[config.mk]
export PLATFORM = sky130hd
export DESIGN_NAME = fp_convert_seq
export DESIGN_NICKNAME = d
export VERILOG_FILES = /design/src/rtl/fp_convert_seq.sv
export SDC_FILE = /design/constraint.sdc
export NUM_CORES = 1
export LEC_CHECK = 0
export BUFFER_PORTS_ARGS = -buffer_cell sky130_fd_sc_hd__buf_2
export CAP_MARGIN = 20
export CORE_MARGIN = 2
export CORE_UTILIZATION = 45
export CTS_CLUSTER_DIAMETER = 50
export DETAILED_ROUTE_END_ITERATION = 10
export PLACE_DENSITY = 0.68
export SYNTH_ARGS = -nofsm -noshare
export SYNTH_HDL_FRONTEND = slang
export SYNTH_SLANG_ARGS = --single-unit
[constraint.sdc]
create_clock -name clk -period 1.9 [get_ports clk]
set_input_delay 0.095 -clock clk [delete_from_list [all_inputs] [get_ports clk]]
set_output_delay 0.095 -clock clk [all_outputs]
set_load 0.01 [all_outputs]
[src/rtl/fp_convert_seq.sv]
// rtl/fp_convert_seq.sv - 12-bit two's-complement to 8-bit {S,E[2:0],F[3:0]} float conversion sequencer
module fp_convert_seq #(
    parameter int FAST_NORM = 0,
    parameter int CNT_W     = 8
) (
    input  logic             clk,
    input  logic             rst_n,
    input  logic             in_valid,
    output logic             in_ready,
    input  logic [11:0]      in_data,
    output logic             out_valid,
    input  logic             out_ready,
    output logic [7:0]       out_data,
    output logic             busy,
    output logic [CNT_W-1:0] conv_cnt
);

    typedef enum logic [2:0] {
        S_IDLE,
        S_SIGNMAG,
        S_NORM,
        S_ROUND,
        S_DONE
    } state_t;

    state_t            state_q, state_d;
    logic [11:0]       d_q, d_d;
    logic [11:0]       m_q, m_d;
    logic [2:0]        e_q, e_d;
    logic              s_q, s_d;
    logic [7:0]        out_data_q, out_data_d;
    logic [CNT_W-1:0]  cnt_q, cnt_d;

    logic [11:0]       abs_d;
    logic [2:0]        fast_n;
    logic [4:0]        f_round;

    // -0x800 has no positive 12-bit counterpart, so it saturates to the largest magnitude
    always_comb begin
        abs_d = d_q[11] ? 12'(-d_q) : d_q;
        if (d_q == 12'h800) begin
            abs_d = 12'h7FF;
        end
    end

    // Shift count that brings the leading one to bit 10, capped at 7 (zero also lands on 7)
    always_comb begin
        fast_n = 3'd7;
        for (int i = 7; i >= 0; i--) begin
            if (m_q[10-i]) begin
                fast_n = 3'(i);
            end
        end
    end

    assign f_round = {1'b0, m_q[10:7]} + {4'b0000, m_q[6]};

    always_comb begin
        state_d    = state_q;
        d_d        = d_q;
        m_d        = m_q;
        e_d        = e_q;
        s_d        = s_q;
        out_data_d = out_data_q;
        cnt_d      = cnt_q;
        case (state_q)
            S_IDLE: begin
                if (in_valid) begin
                    d_d     = in_data;
                    state_d = S_SIGNMAG;
                end
            end
            S_SIGNMAG: begin
                s_d     = d_q[11];
                m_d     = abs_d;
                e_d     = 3'd7;
                state_d = S_NORM;
            end
            S_NORM: begin
                if (FAST_NORM != 0) begin
                    m_d     = m_q << fast_n;
                    e_d     = e_q - fast_n;
                    state_d = S_ROUND;
                end else if (m_q[10] || (e_q == 3'd0)) begin
                    state_d = S_ROUND;
                end else begin
                    m_d = m_q << 1;
                    e_d = e_q - 3'd1;
                end
            end
            S_ROUND: begin
                // Carry out of the mantissa renormalises to 8, or saturates at the top exponent
                if (f_round[4]) begin
                    if (e_q == 3'd7) begin
                        out_data_d = {s_q, 3'd7, 4'hF};
                    end else begin
                        e_d        = e_q + 3'd1;
                        out_data_d = {s_q, e_q + 3'd1, 4'h8};
                    end
                end else begin
                    out_data_d = {s_q, e_q, f_round[3:0]};
                end
                state_d = S_DONE;
            end
            S_DONE: begin
                if (out_ready) begin
                    cnt_d   = cnt_q + 1'b1;
                    state_d = S_IDLE;
                end
            end
            default: begin
                state_d = S_IDLE;
            end
        endcase
    end

    always_ff @(posedge clk or negedge rst_n) begin
        if (!rst_n) begin
            state_q    <= S_IDLE;
            d_q        <= '0;
            m_q        <= '0;
            e_q        <= '0;
            s_q        <= 1'b0;
            out_data_q <= '0;
            cnt_q      <= '0;
        end else begin
            state_q    <= state_d;
            d_q        <= d_d;
            m_q        <= m_d;
            e_q        <= e_d;
            s_q        <= s_d;
            out_data_q <= out_data_d;
            cnt_q      <= cnt_d;
        end
    end

    assign in_ready  = (state_q == S_IDLE);
    assign out_valid = (state_q == S_DONE);
    assign busy      = (state_q != S_IDLE);
    assign out_data  = out_data_q;
    assign conv_cnt  = cnt_q;

endmodule
==> results of run 1 <==
[worst paths after layout]
path | from | endpoint | slack [ns] | cells past startpoint
max | e_q[0]$_DFFE_PN0P_ | e_q[1]$_DFFE_PN0P_ | 0.04 | 6
min | in_data[1] | d_q[1]$_DFFE_PN0P_ | 0.008 | 3
max reg2reg | e_q[0]$_DFFE_PN0P_ | e_q[1]$_DFFE_PN0P_ | 0.04 | 6
min reg2reg | conv_cnt[7]$_DFFE_PN0P_ | conv_cnt[7]$_DFFE_PN0P_ | 0.48 | 1
max in group asynchronous | rst_n | conv_cnt[1]$_DFFE_PN0P_ | 0.90 | 3
min in group asynchronous | rst_n | d_q[9]$_DFFE_PN0P_ | 0.40 | 2
[state kept, by name, indices dropped and copies added (netlist names)]
name,flops
e_q,3
s_q,1
d_q,12
out_data,8
conv_cnt,8
m_q,11
state_q,3
[per-stage QoR]
step / setup WS (ns) / cell area, um2 / instances / hold slack (ns) / TNS, ns
after global placement: 0.00692 / 2770 / 335 / 0.188 / 0
after global routing: -0.0384 / 2980 / 346 / 0.00161 / -0.269
after floorplan: 0.0593 / 2450 / 226 / -0.201 / 0
final: 0.0443 / 2980 / 346 / 0.00798 / 0
after detailed placement: -0.0571 / 2770 / 335 / 0.197 / -0.111
after CTS: 0.0106 / 2870 / 343 / 0.00513 / 0
[cells by family (layout without fill, tap and decap cells)]
kind of cell	after synthesis	after routing
xor gates and xnor gates	17	17
DFF	46	46
and+or+nand+nor	61	61
adders and majority gates	9	9
AOI/OAI and AO/OA	42	42
muxes	29	29
buffers and inverters	22	72
[where the power goes]
group,switching (mW),internal [mW]
logic,1.37,1.43
clock network,0.312,0.253
registers,0.407,1.41
total,2.09,3.10
[layer usage]
metal  track usage  vias up  wire length [um]  share of wire
met3        0.0395        5               180          0.038
li1              -      878                 -              -
met2         0.288       28              2320           0.49
met5             0        -                 0              0
met4        0.0429        0                52          0.011
met1         0.222      858              2220           0.46
[critical path, delay by kind of cell, from the launching register on]
family,cells,cell delay [ns]
adder cells (fa/ha/maj),1,0.17
flip-flops,1,0.44
buffers and inverters,1,0.08
multiplexers,1,0.36
AND/OR/NAND/NOR,1,0.07
AO/OA/AOI/OAI,2,0.61
[final cells by class]
cell class,instances,area [um2],share of cell area
Timing Repair Buffer,54,327,0.110
Tap cell,70,87.6,0.0294
Inverter,11,41.3,0.0139
Sequential cell,46,1150,0.386
Clock buffer,6,72.6,0.0244
Clock inverter,1,7.51,0.00252
Multi-Input combinational cell,158,1290,0.434
[cell usage in the layout, fill, tap and decap left out, drive strengths merged, types with 2 or more instances in the layout]
master	instances
dfrtp	46
nand2b	4
mux2i	3
nand3	4
clkbuf	6
or3	2
nor2b	3
and2	3
mux2	26
ha	9
nor2	22
a211oi	2
xor2	10
xnor2	7
nor4	2
o21ai	17
buf	53
o41ai	4
inv	11
nand2	11
or2	2
a21oi	13
nor3	3
nand4	2
[what timing repair did]
| action | in CTS | in global routing |
|---|---|---|
| gates resized for setup | 1 | 18 |
| endpoints found under the setup margin | 3 | 11 |
| hold endpoints to repair | 30 | 0 |
| hold buffers | 1 | 0 |
| buffers inserted | 0 | 3 |
| pin swaps | 0 | 8 |
==> flow_summary.html, run 1 <==
<table>
<tr><th>Metric</th><th>Value</th></tr>
<tr><th colspan="2">Clocking</th></tr>
<tr><td>Maximum clock insertion buffer count</td><td>2</td></tr>
<tr><td>Number of levels the H-tree was split into</td><td>2</td></tr>
<tr><td>Clock tree sinks</td><td>46</td></tr>
<tr><td>CTS Root Buffer Type</td><td>sky130_fd_sc_hd__clkbuf_8</td></tr>
<tr><td>Clock-pin transition on the worst setup and hold timing paths</td><td>0.08 ns</td></tr>
<tr><td>TritonCTS clock tree</td><td>done</td></tr>
<tr><td>Clock insertion delay at the later pin of the skew report</td><td>0.29 ns</td></tr>
<tr><td>Number of buffers inserted during clock tree synthesis</td><td>5</td></tr>
<tr><th colspan="2">STA</th></tr>
<tr><td>Fin crit period</td><td>1.86 ns</td></tr>
<tr><td>Setup repair after global routing missed its margin</td><td>yes</td></tr>
<tr><td>Post-Route Skew</td><td>0.00650 ns</td></tr>
<tr><td>Final Hold Viols</td><td>0</td></tr>
<tr><td>Transition time at the pin with the least slew margin</td><td>0.739 ns</td></tr>
<tr><td>Max transition margin</td><td>0.508</td></tr>
<tr><td>Setup-violating endpoint count in the final report</td><td>0</td></tr>
<tr><td>Fmax achieved</td><td>0.539 GHz</td></tr>
<tr><td>Fin. max-slew vios</td><td>0</td></tr>
<tr><td>Final period utilization</td><td>0.977</td></tr>
<tr><th colspan="2">Power</th></tr>
<tr><td>Max IR drop VDD</td><td>1.04 mV</td></tr>
<tr><td>Pwr/cell area</td><td>1740 nW/um2</td></tr>
<tr><td>Total power consumption of the routed design</td><td>5.19 mW</td></tr>
<tr><td>Static leakage power</td><td>1.40 nW</td></tr>
<tr><th colspan="2">Setup path</th></tr>
<tr><td>Largest fanout on the critical path</td><td>5</td></tr>
<tr><td>Worst setup path category</td><td>flip-flop to flip-flop</td></tr>
<tr><td>CP max stage delay</td><td>0.44 ns</td></tr>
<tr><td>Required time of the critical path</td><td>2.07 ns</td></tr>
<tr><td>Kind of start point of the critical path</td><td>flip-flop</td></tr>
<tr><td>Type of destination of the critical path</td><td>flip-flop</td></tr>
<tr><td>Cells along the critical path</td><td>inv_2, ha_4, a211oi_4, nor2_1, a211oi_2, mux2_1</td></tr>
<tr><td>Slowest CP cell</td><td>sky130_fd_sc_hd__dfrtp_1</td></tr>
<tr><td>Worst EP arrival</td><td>2.03 ns</td></tr>
<tr><th colspan="2">Yosys</th></tr>
<tr><td>Dominant cell type by area after synthesis</td><td>sky130_fd_sc_hd__dfrtp_1</td></tr>
<tr><td>Main combinational cell family by area after synthesis</td><td>multiplexers</td></tr>
<tr><td>Synthesis Warnings</td><td>0</td></tr>
<tr><td>Synth cell types</td><td>44</td></tr>
<tr><td>Register bit total from synthesis</td><td>46</td></tr>
<tr><td>Most numerous cell in the Yosys netlist</td><td>sky130_fd_sc_hd__dfrtp_1</td></tr>
<tr><td>Simple-gate portion of the synthesized area</td><td>0.130</td></tr>
<tr><td>Share of the yosys chip area belonging to registers</td><td>0.472</td></tr>
<tr><td>Number of instances in the synthesized netlist</td><td>226</td></tr>
<tr><td>Fraction of registers with async set or reset after synthesis</td><td>1.00</td></tr>
<tr><td>Top cells by area, synth</td><td>sky130_fd_sc_hd__dfrtp_1 (47%), sky130_fd_sc_hd__mux2_2 (6.0%), sky130_fd_sc_hd__mux2_1 (5.5%)</td></tr>
<tr><td>Xor and xnor fraction of the mapped netlist area</td><td>0.0611</td></tr>
<tr><td>Post-synthesis compound-gate area fraction</td><td>0.118</td></tr>
<tr><td>Most frequently used flop master after synthesis</td><td>sky130_fd_sc_hd__dfrtp_1</td></tr>
<tr><td>Post-synthesis instance area</td><td>2440 um2</td></tr>
<tr><td>Top cells by count, synth</td><td>sky130_fd_sc_hd__dfrtp_1 (46), sky130_fd_sc_hd__nor2_1 (21), sky130_fd_sc_hd__a21oi_1 (13), sky130_fd_sc_hd__mux2_2 (13), sky130_fd_sc_hd__mux2_1 (12)</td></tr>
<tr><td>Count of flip-flops with a built-in enable after synthesis</td><td>0</td></tr>
<tr><td>Mean cell area of the mapped netlist</td><td>10.8 um2</td></tr>
<tr><td>Adder-cell area share of the yosys netlist</td><td>0.0462</td></tr>
<tr><td>Post-synth top area share</td><td>0.472</td></tr>
<tr><td>Multiplexer share of the synthesized area</td><td>0.134</td></tr>
<tr><td>Number of nets in the synthesized netlist</td><td>251</td></tr>
<tr><th colspan="2">Final layout</th></tr>
<tr><td>Post-layout nets</td><td>301</td></tr>
<tr><td>Layout fillers</td><td>447</td></tr>
<tr><td>Relative area change from synthesis to final layout</td><td>22.2%</td></tr>
<tr><td># diodes</td><td>0</td></tr>
<tr><td>Ratio of cells with drive above 1 in the final layout</td><td>0.344</td></tr>
<tr><td>Util after Layout</td><td>0.576</td></tr>
<tr><th colspan="2">Die</th></tr>
<tr><td>Starting Density</td><td>0.471</td></tr>
<tr><td>IO Count</td><td>35</td></tr>
<tr><td>Standard-cell rows</td><td>26</td></tr>
<tr><td>Floorplan die height</td><td>77.6 um</td></tr>
<tr><td>Horiz. Die Dim</td><td>77.6 um</td></tr>
<tr><td>Area of the placeable core</td><td>5170 um2</td></tr>
<tr><td>Die outline area</td><td>6020 um2</td></tr>
<tr><th colspan="2">GRT</th></tr>
<tr><td>Wire length of the first global-routing pass</td><td>8.24 mm</td></tr>
<tr><td>Initial antenna violation count</td><td>0</td></tr>
<tr><td>Total Routing Usage GR</td><td>0.171</td></tr>
<tr><td>Overflow after GRT</td><td>0</td></tr>
<tr><td>Pin count of the biggest net entering global routing</td><td>33</td></tr>
<tr><td>Number of global-route vias before repair</td><td>1761</td></tr>
<tr><th colspan="2">Run</th></tr>
<tr><td>Max Cap Violations</td><td>0</td></tr>
<tr><th colspan="2">Placement</th></tr>
<tr><td>Post-DP HPWL</td><td>3.48 mm</td></tr>
<tr><td>Final Wtd Congestion</td><td>0.793</td></tr>
<tr><td>Port Buf Inserts</td><td>34</td></tr>
<tr><th colspan="2">Routing</th></tr>
<tr><td>Remaining design rule violation count</td><td>0</td></tr>
<tr><td>Number of vias in the routed layout</td><td>1769</td></tr>
<tr><td>Average vias per placed instance</td><td>5.11</td></tr>
<tr><td>Total Wirelength</td><td>4.78 mm</td></tr>
<tr><td>Average routed wire per standard cell</td><td>13.8 um</td></tr>
<tr><td>1st-iter DRT viols</td><td>75</td></tr>
<tr><td>Routed Antenna Nets</td><td>0</td></tr>
<tr><td>First drt pass iteration count</td><td>4</td></tr>
<tr><th colspan="2">Outcome</th></tr>
<tr><td>Result of the run</td><td>completed</td></tr>
<tr><th colspan="2">Hold path</th></tr>
<tr><td>Class of the most critical hold timing path</td><td>input pin to flip-flop</td></tr>
</table>
(Power assumes the default switching activity.)
==> run 2, diff against run 1 <==
==> constraint.sdc (replaced) <==
create_clock -name clk -period 1.9 [get_ports clk]
set_input_delay 0 -clock clk [delete_from_list [all_inputs] [get_ports clk]]
set_output_delay 0 -clock clk [all_outputs]
set_load 0.01 [all_outputs]
==> run 2 against run 1 <==
Count of clock-buffer cells in the layout unchanged. Via count up 4.2%. Critical endpoint unchanged. Cell area up 4.7%. Maximum frequency up 0.20%. Power up 0.52%. Clock skew down 0.0017 ns.
==> flow_summary.html, run 2 (synthesized netlist as in run 1, its figures left out) <==
<table>
<tr><th>Metric</th><th>Value</th></tr>
<tr><th colspan="2">Outcome</th></tr>
<tr><td>Result of the run</td><td>completed</td></tr>
<tr><th colspan="2">Clocking</th></tr>
<tr><td>CTS Root Buffer Type</td><td>sky130_fd_sc_hd__clkbuf_8</td></tr>
<tr><td>Clock tree sinks</td><td>46</td></tr>
<tr><td>Clock-pin transition on the worst setup and hold timing paths</td><td>0.08 ns</td></tr>
<tr><td>Number of levels the H-tree was split into</td><td>2</td></tr>
<tr><td>Number of buffers inserted during clock tree synthesis</td><td>5</td></tr>
<tr><td>Clock insertion delay at the later pin of the skew report</td><td>0.29 ns</td></tr>
<tr><td>Maximum clock insertion buffer count</td><td>2</td></tr>
<tr><td>TritonCTS clock tree</td><td>done</td></tr>
<tr><th colspan="2">GRT</th></tr>
<tr><td>Initial antenna violation count</td><td>0</td></tr>
<tr><td>Total Routing Usage GR</td><td>0.178</td></tr>
<tr><td>Number of global-route vias before repair</td><td>1870</td></tr>
<tr><td>Pin count of the biggest net entering global routing</td><td>33</td></tr>
<tr><td>Wire length of the first global-routing pass</td><td>8.62 mm</td></tr>
<tr><td>Overflow after GRT</td><td>0</td></tr>
<tr><th colspan="2">Routing</th></tr>
<tr><td>Average vias per placed instance</td><td>5.12</td></tr>
<tr><td>Average routed wire per standard cell</td><td>13.8 um</td></tr>
<tr><td>Total Wirelength</td><td>4.95 mm</td></tr>
<tr><td>First drt pass iteration count</td><td>4</td></tr>
<tr><td>Remaining design rule violation count</td><td>0</td></tr>
<tr><td>1st-iter DRT viols</td><td>99</td></tr>
<tr><td>Routed Antenna Nets</td><td>0</td></tr>
<tr><td>Number of vias in the routed layout</td><td>1843</td></tr>
<tr><th colspan="2">Setup path</th></tr>
<tr><td>Worst reg2reg path endpoint</td><td>e_q[1]$_DFFE_PN0P_</td></tr>
<tr><td>Slack of the worst reg-to-reg path</td><td>0.05 ns</td></tr>
<tr><td>Crit. Startpoint</td><td>e_q[0]$_DFFE_PN0P_</td></tr>
<tr><td>Type of destination of the critical path</td><td>flip-flop</td></tr>
<tr><td>Launch point of the worst reg-to-reg path</td><td>e_q[0]$_DFFE_PN0P_</td></tr>
<tr><td>Kind of start point of the critical path</td><td>flip-flop</td></tr>
<tr><td>Critical Path Sink</td><td>e_q[1]$_DFFE_PN0P_</td></tr>
<tr><td>Worst EP arrival</td><td>2.03 ns</td></tr>
<tr><td>Largest fanout on the critical path</td><td>5</td></tr>
<tr><td>Worst R2R Path Depth</td><td>6</td></tr>
<tr><td>Required time of the critical path</td><td>2.08 ns</td></tr>
<tr><td>Worst setup path category</td><td>flip-flop to flip-flop</td></tr>
<tr><th colspan="2">STA</th></tr>
<tr><td>Fin crit period</td><td>1.85 ns</td></tr>
<tr><td>Transition time at the pin with the least slew margin</td><td>0.743 ns</td></tr>
<tr><td>Setup repair after global routing missed its margin</td><td>yes</td></tr>
<tr><td>Setup-violating endpoint count in the final report</td><td>0</td></tr>
<tr><td>Worst Setup Slack, final</td><td>0.0480 ns</td></tr>
<tr><td>Worst hold slack across all endpoints</td><td>0.305 ns</td></tr>
<tr><td>Max transition margin</td><td>0.505</td></tr>
<tr><td>Post-Route Skew</td><td>0.00484 ns</td></tr>
<tr><td>Fmax achieved</td><td>0.540 GHz</td></tr>
<tr><td>Fin. max-slew vios</td><td>0</td></tr>
<tr><td>Final period utilization</td><td>0.975</td></tr>
<tr><td>Accumulated negative setup slack</td><td>0 ns</td></tr>
<tr><td>Final Hold Viols</td><td>0</td></tr>
<tr><th colspan="2">Run</th></tr>
<tr><td>Max Cap Violations</td><td>0</td></tr>
<tr><th colspan="2">Power</th></tr>
<tr><td>Design internal power</td><td>3.12 mW</td></tr>
<tr><td>Total power consumption of the routed design</td><td>5.21 mW</td></tr>
<tr><td>Pwr/cell area</td><td>1670 nW/um2</td></tr>
<tr><td>Sequential share of power</td><td>0.349</td></tr>
<tr><td>Net switching fraction of the power</td><td>0.403</td></tr>
<tr><td>Relative contribution of combinational cells to total power</td><td>0.543</td></tr>
<tr><td>Clock Power Share</td><td>0.108</td></tr>
<tr><td>Static leakage power</td><td>1.46 nW</td></tr>
<tr><td>Max IR drop VDD</td><td>1.04 mV</td></tr>
<tr><td>Net switching component of the power</td><td>2.10 mW</td></tr>
<tr><th colspan="2">Final layout</th></tr>
<tr><td>Relative area change from synthesis to final layout</td><td>28.0%</td></tr>
<tr><td>Max FFs per register</td><td>12</td></tr>
<tr><td>Most common cell after layout, fill and taps aside</td><td>sky130_fd_sc_hd__dfrtp_1</td></tr>
<tr><td>Final instance area</td><td>3120 um2</td></tr>
<tr><td>Regs by FF count</td><td>d_q (12), m_q (11)</td></tr>
<tr><td>Ratio of cells with drive above 1 in the final layout</td><td>0.328</td></tr>
<tr><td># diodes</td><td>0</td></tr>
<tr><td>Layout fillers</td><td>422</td></tr>
<tr><td>Post-layout nets</td><td>315</td></tr>
<tr><td>Commonest non-fill, non-tap cells in the layout</td><td>sky130_fd_sc_hd__dfrtp_1 (46), sky130_fd_sc_hd__buf_2 (34), sky130_fd_sc_hd__nor2_1 (20), sky130_fd_sc_hd__buf_4 (18), sky130_fd_sc_hd__dlygate4sd3_1 (15)</td></tr>
<tr><td>Biggest register</td><td>d_q</td></tr>
<tr><th colspan="2">Die</th></tr>
<tr><td>Die outline area</td><td>6020 um2</td></tr>
<tr><td>Horiz. Die Dim</td><td>77.6 um</td></tr>
<tr><td>IO Count</td><td>35</td></tr>
<tr><td>Standard-cell rows</td><td>26</td></tr>
<tr><td>Floorplan die height</td><td>77.6 um</td></tr>
<tr><td>Starting Density</td><td>0.471</td></tr>
<tr><td>Area of the placeable core</td><td>5170 um2</td></tr>
<tr><th colspan="2">Placement</th></tr>
<tr><td>Worst slack after detailed placement</td><td>-0.0571 ns</td></tr>
<tr><td>Post-DP Area</td><td>2770 um2</td></tr>
<tr><td>Port Buf Inserts</td><td>34</td></tr>
<tr><td>Final Wtd Congestion</td><td>0.793</td></tr>
<tr><td>Post-DP HPWL</td><td>3.48 mm</td></tr>
<tr><th colspan="2">Hold path</th></tr>
<tr><td>Class of the most critical hold timing path</td><td>input pin to async pin</td></tr>
</table>
run 2: cell count changes in the layout (fill, tap and decap cells not counted), sizes merged:
cell / change
dlygate4sd3: +14
run 2: layer usage:
layer | GRT usage | part of all wire
met5 | 0 | 0
met4 | 0.0518 | 0.015
met3 | 0.0395 | 0.032
met2 | 0.303 | 0.50
met1 | 0.228 | 0.45
run 2: worst min path at each step:
stage / slack [ns] / to
6_report: 0.31 / e_q[0]$_DFFE_PN0P_
5_1_grt: 0.36 / out_data[1]$_DFFE_PN0P_
4_1_cts: 0.32 / d_q[7]$_DFFE_PN0P_
3_5_place_dp: 0.10 / out_data[5]$_DFFE_PN0P_
3_3_place_gp: 0.09 / e_q[0]$_DFFE_PN0P_
2_1_floorplan: -0.30 / conv_cnt[0]$_DFFE_PN0P_
run 2: power by group through the flow:
stage | Sequential (mW) | Clock (mW) | Combinational (mW)
final | 1.82 | 0.563 | 2.83
after global routing | 1.90 | 0.621 | 3.16
after CTS | 1.80 | 0.584 | 2.62
after detailed placement | 1.82 | 0 | 2.57
after global placement | 1.81 | 0 | 2.50
after floorplan | 1.78 | 0 | 1.84
run 2: cell type report:
| type | count | area, um2 | area share |
|---|---|---|---|
| well taps | 70 | 87.6 | 0.0281 |
| flip-flops and latches | 46 | 1150 | 0.369 |
| multi-input cells | 158 | 1290 | 0.414 |
| clock inverters | 1 | 7.51 | 0.00241 |
| repair buffers | 68 | 467 | 0.150 |
| clock buffers | 6 | 72.6 | 0.0233 |
| inverters | 11 | 41.3 | 0.0132 |
run 2: what timing repair did:
action / 4_1_cts / 5_1_grt
pin swaps: 0 / 8
buffers inserted: 0 / 3
hold buffers: 15 / 0
cloned: 0 / 0
setup endpoints to repair: 3 / 11
gates resized for setup: 1 / 18
endpoints found under the hold margin: 44 / 0
run 2: through the flow:
stage / util / cells
after detailed placement: 0.536 / 335
after global routing: 0.603 / 360
final: 0.603 / 360
after floorplan: - / 226
after CTS: 0.582 / 357
after global placement: 0.536 / 335
run 2: critical path, cell delays in order, from the launching register on:
cell,delay (ns)
sky130_fd_sc_hd__dfrtp_1,0.44
sky130_fd_sc_hd__inv_2,0.08
sky130_fd_sc_hd__ha_4,0.17
sky130_fd_sc_hd__a211oi_4,0.27
sky130_fd_sc_hd__nor2_1,0.07
sky130_fd_sc_hd__a211oi_2,0.34
sky130_fd_sc_hd__mux2_1,0.36
==> run 3, diff against run 2 <==
--- a/config.mk
+++ b/config.mk
@@ -11,7 +11,8 @@
 export CORE_UTILIZATION = 45
 export CTS_CLUSTER_DIAMETER = 50
 export DETAILED_ROUTE_END_ITERATION = 10
-export PLACE_DENSITY = 0.68
+export PLACE_DENSITY = 0.66
+export RECOVER_POWER = 25
 export SYNTH_ARGS = -nofsm -noshare
 export SYNTH_HDL_FRONTEND = slang
 export SYNTH_SLANG_ARGS = --single-unit
==> run 3 against run 2 <==
Setup slack improved by 0.020 ns. Via count down 1.5%. Power is 0.95% lower. Die area unchanged. Worst hold slack got worse by 0.028 ns. Sequential share of layout area increased by 0.35 points.
==> flow_summary.html, run 3 (synthesized netlist as in run 1, its figures left out) <==
<table>
<tr><th>Metric</th><th>Value</th></tr>
<tr><th colspan="2">Placement</th></tr>
<tr><td>Worst slack after detailed placement</td><td>-0.0251 ns</td></tr>
<tr><td>Final Wtd Congestion</td><td>0.841</td></tr>
<tr><td>Port Buf Inserts</td><td>34</td></tr>
<tr><td>Post-DP HPWL</td><td>3.51 mm</td></tr>
<tr><th colspan="2">STA</th></tr>
<tr><td>Fmax achieved</td><td>0.546 GHz</td></tr>
<tr><td>Worst Setup Slack, final</td><td>0.0683 ns</td></tr>
<tr><td>Final period utilization</td><td>0.964</td></tr>
<tr><td>Max transition margin</td><td>0.446</td></tr>
<tr><td>Transition time at the pin with the least slew margin</td><td>0.832 ns</td></tr>
<tr><td>Worst hold slack across all endpoints</td><td>0.277 ns</td></tr>
<tr><td>Final Hold Viols</td><td>0</td></tr>
<tr><td>Setup-violating endpoint count in the final report</td><td>0</td></tr>
<tr><td>Post-Route Skew</td><td>0.00592 ns</td></tr>
<tr><td>Fin. max-slew vios</td><td>0</td></tr>
<tr><td>Fin crit period</td><td>1.83 ns</td></tr>
<tr><td>Accumulated negative setup slack</td><td>0 ns</td></tr>
<tr><td>Setup repair after global routing missed its margin</td><td>yes</td></tr>
<tr><th colspan="2">Setup path</th></tr>
<tr><td>Category of cells accounting for the largest share of critical-path delay</td><td>multiplexers</td></tr>
<tr><td>Kind of start point of the critical path</td><td>flip-flop</td></tr>
<tr><td>Cells along the critical path</td><td>inv_1, ha_4, a211oi_4, mux2i_1, nor2_2, buf_6, mux2_2</td></tr>
<tr><td>Worst setup path category</td><td>flip-flop to flip-flop</td></tr>
<tr><td>CP max stage delay</td><td>0.37 ns</td></tr>
<tr><td>Worst EP arrival</td><td>2.01 ns</td></tr>
<tr><td>Type of destination of the critical path</td><td>flip-flop</td></tr>
<tr><td>Worst path bufs/invs</td><td>2</td></tr>
<tr><td>Slack of the worst reg-to-reg path</td><td>0.07 ns</td></tr>
<tr><td>Slowest CP cell</td><td>sky130_fd_sc_hd__dfrtp_1</td></tr>
<tr><td>Largest fanout on the critical path</td><td>6</td></tr>
<tr><td>Required time of the critical path</td><td>2.08 ns</td></tr>
<tr><th colspan="2">Final layout</th></tr>
<tr><td>Layout fillers</td><td>435</td></tr>
<tr><td>Most common cell after layout, fill and taps aside</td><td>sky130_fd_sc_hd__dfrtp_1</td></tr>
<tr><td>Ratio of cells with drive above 1 in the final layout</td><td>0.308</td></tr>
<tr><td>Commonest non-fill, non-tap cells in the layout</td><td>sky130_fd_sc_hd__dfrtp_1 (45), sky130_fd_sc_hd__buf_2 (33), sky130_fd_sc_hd__nor2_1 (20), sky130_fd_sc_hd__buf_4 (18), sky130_fd_sc_hd__dlygate4sd3_1 (15)</td></tr>
<tr><td>Post-layout nets</td><td>317</td></tr>
<tr><td>Relative area change from synthesis to final layout</td><td>26.9%</td></tr>
<tr><td>Util after Layout</td><td>0.598</td></tr>
<tr><td>Regs by FF count</td><td>d_q (12), m_q (11)</td></tr>
<tr><td>Biggest register</td><td>d_q</td></tr>
<tr><td>Max FFs per register</td><td>12</td></tr>
<tr><td># diodes</td><td>0</td></tr>
<tr><th colspan="2">GRT</th></tr>
<tr><td>Overflow after GRT</td><td>0</td></tr>
<tr><td>Initial antenna violation count</td><td>0</td></tr>
<tr><td>Total Routing Usage GR</td><td>0.180</td></tr>
<tr><td>Number of global-route vias before repair</td><td>1788</td></tr>
<tr><td>Pin count of the biggest net entering global routing</td><td>22</td></tr>
<tr><td>Wire length of the first global-routing pass</td><td>8.55 mm</td></tr>
<tr><th colspan="2">Routing</th></tr>
<tr><td>1st-iter DRT viols</td><td>70</td></tr>
<tr><td>First drt pass iteration count</td><td>4</td></tr>
<tr><td>Total Wirelength</td><td>5.02 mm</td></tr>
<tr><td>Average routed wire per standard cell</td><td>13.9 um</td></tr>
<tr><td>Number of vias in the routed layout</td><td>1816</td></tr>
<tr><td>Routed Antenna Nets</td><td>0</td></tr>
<tr><td>Average vias per placed instance</td><td>5.02</td></tr>
<tr><td>Remaining design rule violation count</td><td>0</td></tr>
<tr><th colspan="2">Clocking</th></tr>
<tr><td>Number of buffers inserted during clock tree synthesis</td><td>5</td></tr>
<tr><td>TritonCTS clock tree</td><td>done</td></tr>
<tr><td>Clock tree sinks</td><td>46</td></tr>
<tr><td>Clock insertion delay at the later pin of the skew report</td><td>0.30 ns</td></tr>
<tr><td>Maximum clock insertion buffer count</td><td>2</td></tr>
<tr><td>CTS Root Buffer Type</td><td>sky130_fd_sc_hd__clkbuf_8</td></tr>
<tr><td>Clock-pin transition on the worst setup and hold timing paths</td><td>0.08 ns</td></tr>
<tr><td>Number of levels the H-tree was split into</td><td>2</td></tr>
<tr><th colspan="2">Power</th></tr>
<tr><td>Max IR drop VDD</td><td>0.797 mV</td></tr>
<tr><td>Pwr/cell area</td><td>1670 nW/um2</td></tr>
<tr><td>Static leakage power</td><td>1.44 nW</td></tr>
<tr><th colspan="2">Outcome</th></tr>
<tr><td>Result of the run</td><td>completed</td></tr>
<tr><th colspan="2">Run</th></tr>
<tr><td>Max Cap Violations</td><td>0</td></tr>
<tr><th colspan="2">Die</th></tr>
<tr><td>Standard-cell rows</td><td>26</td></tr>
<tr><td>Starting Density</td><td>0.471</td></tr>
<tr><td>Horiz. Die Dim</td><td>77.6 um</td></tr>
<tr><td>Die outline area</td><td>6020 um2</td></tr>
<tr><td>Floorplan die height</td><td>77.6 um</td></tr>
<tr><td>IO Count</td><td>35</td></tr>
<tr><td>Area of the placeable core</td><td>5170 um2</td></tr>
<tr><th colspan="2">Hold path</th></tr>
<tr><td>Class of the most critical hold timing path</td><td>input pin to async pin</td></tr>
</table>
## run 3: cell types whose count changed in the layout (fill, tap and decap cells not counted), sizes merged
cell,before,now
clkbuf,6,9
clkinvlp,1,0
## run 3: repair_timing
item	4_1_cts	5_1_grt
cloned	0	1
setup buffers	0	3
hold buffers	15	0
endpoints found under the setup margin	3	11
pin swaps	0	5
hold endpoints to repair	60	0
gates resized for setup	1	13
## run 3: area by class of cell
type	count	area, um2	share of cell area
flip-flops and latches	46	1150	0.373
well taps	70	87.6	0.0283
inverters	11	41.3	0.0133
clock buffers	7	76.3	0.0247
repair buffers	70	480	0.155
multi-input cells	158	1250	0.406
## run 3: worst paths after layout
kind | startpoint | to | depth (start not counted)
worst max-delay path | e_q[1]$_DFFE_PN0P_ | m_q[2]$_DFFE_PN0P_ | 7
worst min-delay path | rst_n | m_q[10]$_DFFE_PN0P_ | 2
worst max register to register | e_q[1]$_DFFE_PN0P_ | m_q[2]$_DFFE_PN0P_ | 7
worst min register to register | conv_cnt[7]$_DFFE_PN0P_ | conv_cnt[7]$_DFFE_PN0P_ | 1
max in group asynchronous | rst_n | conv_cnt[1]$_DFFE_PN0P_ | 3
min in group clk | in_data[1] | d_q[1]$_DFFE_PN0P_ | 4
## run 3: through the flow
stage / cell area (um2) / power, mW / instances
5_1_grt: 3090 / 5.64 / 362
3_5_place_dp: 2780 / 4.39 / 336
3_3_place_gp: 2780 / 4.31 / 336
6_report: 3090 / 5.16 / 362
2_1_floorplan: 2450 / 3.62 / 226
4_1_cts: 3010 / 5.00 / 358
## run 3: report_power, final
part	switching (mW)	total [mW]	internal (mW)
combinational	1.33	2.78	1.44
clock	0.309	0.563	0.254
sequential	0.407	1.82	1.42
total	2.05	5.16	3.11
## run 3: routing by layer
layer	routed length (um)	vias to the layer above	GRT usage
li1	-	911	-
met1	2320	876	0.231
met2	2510	23	0.301
met3	119	6	0.0395
met4	76	0	0.0625
met5	0	-	0
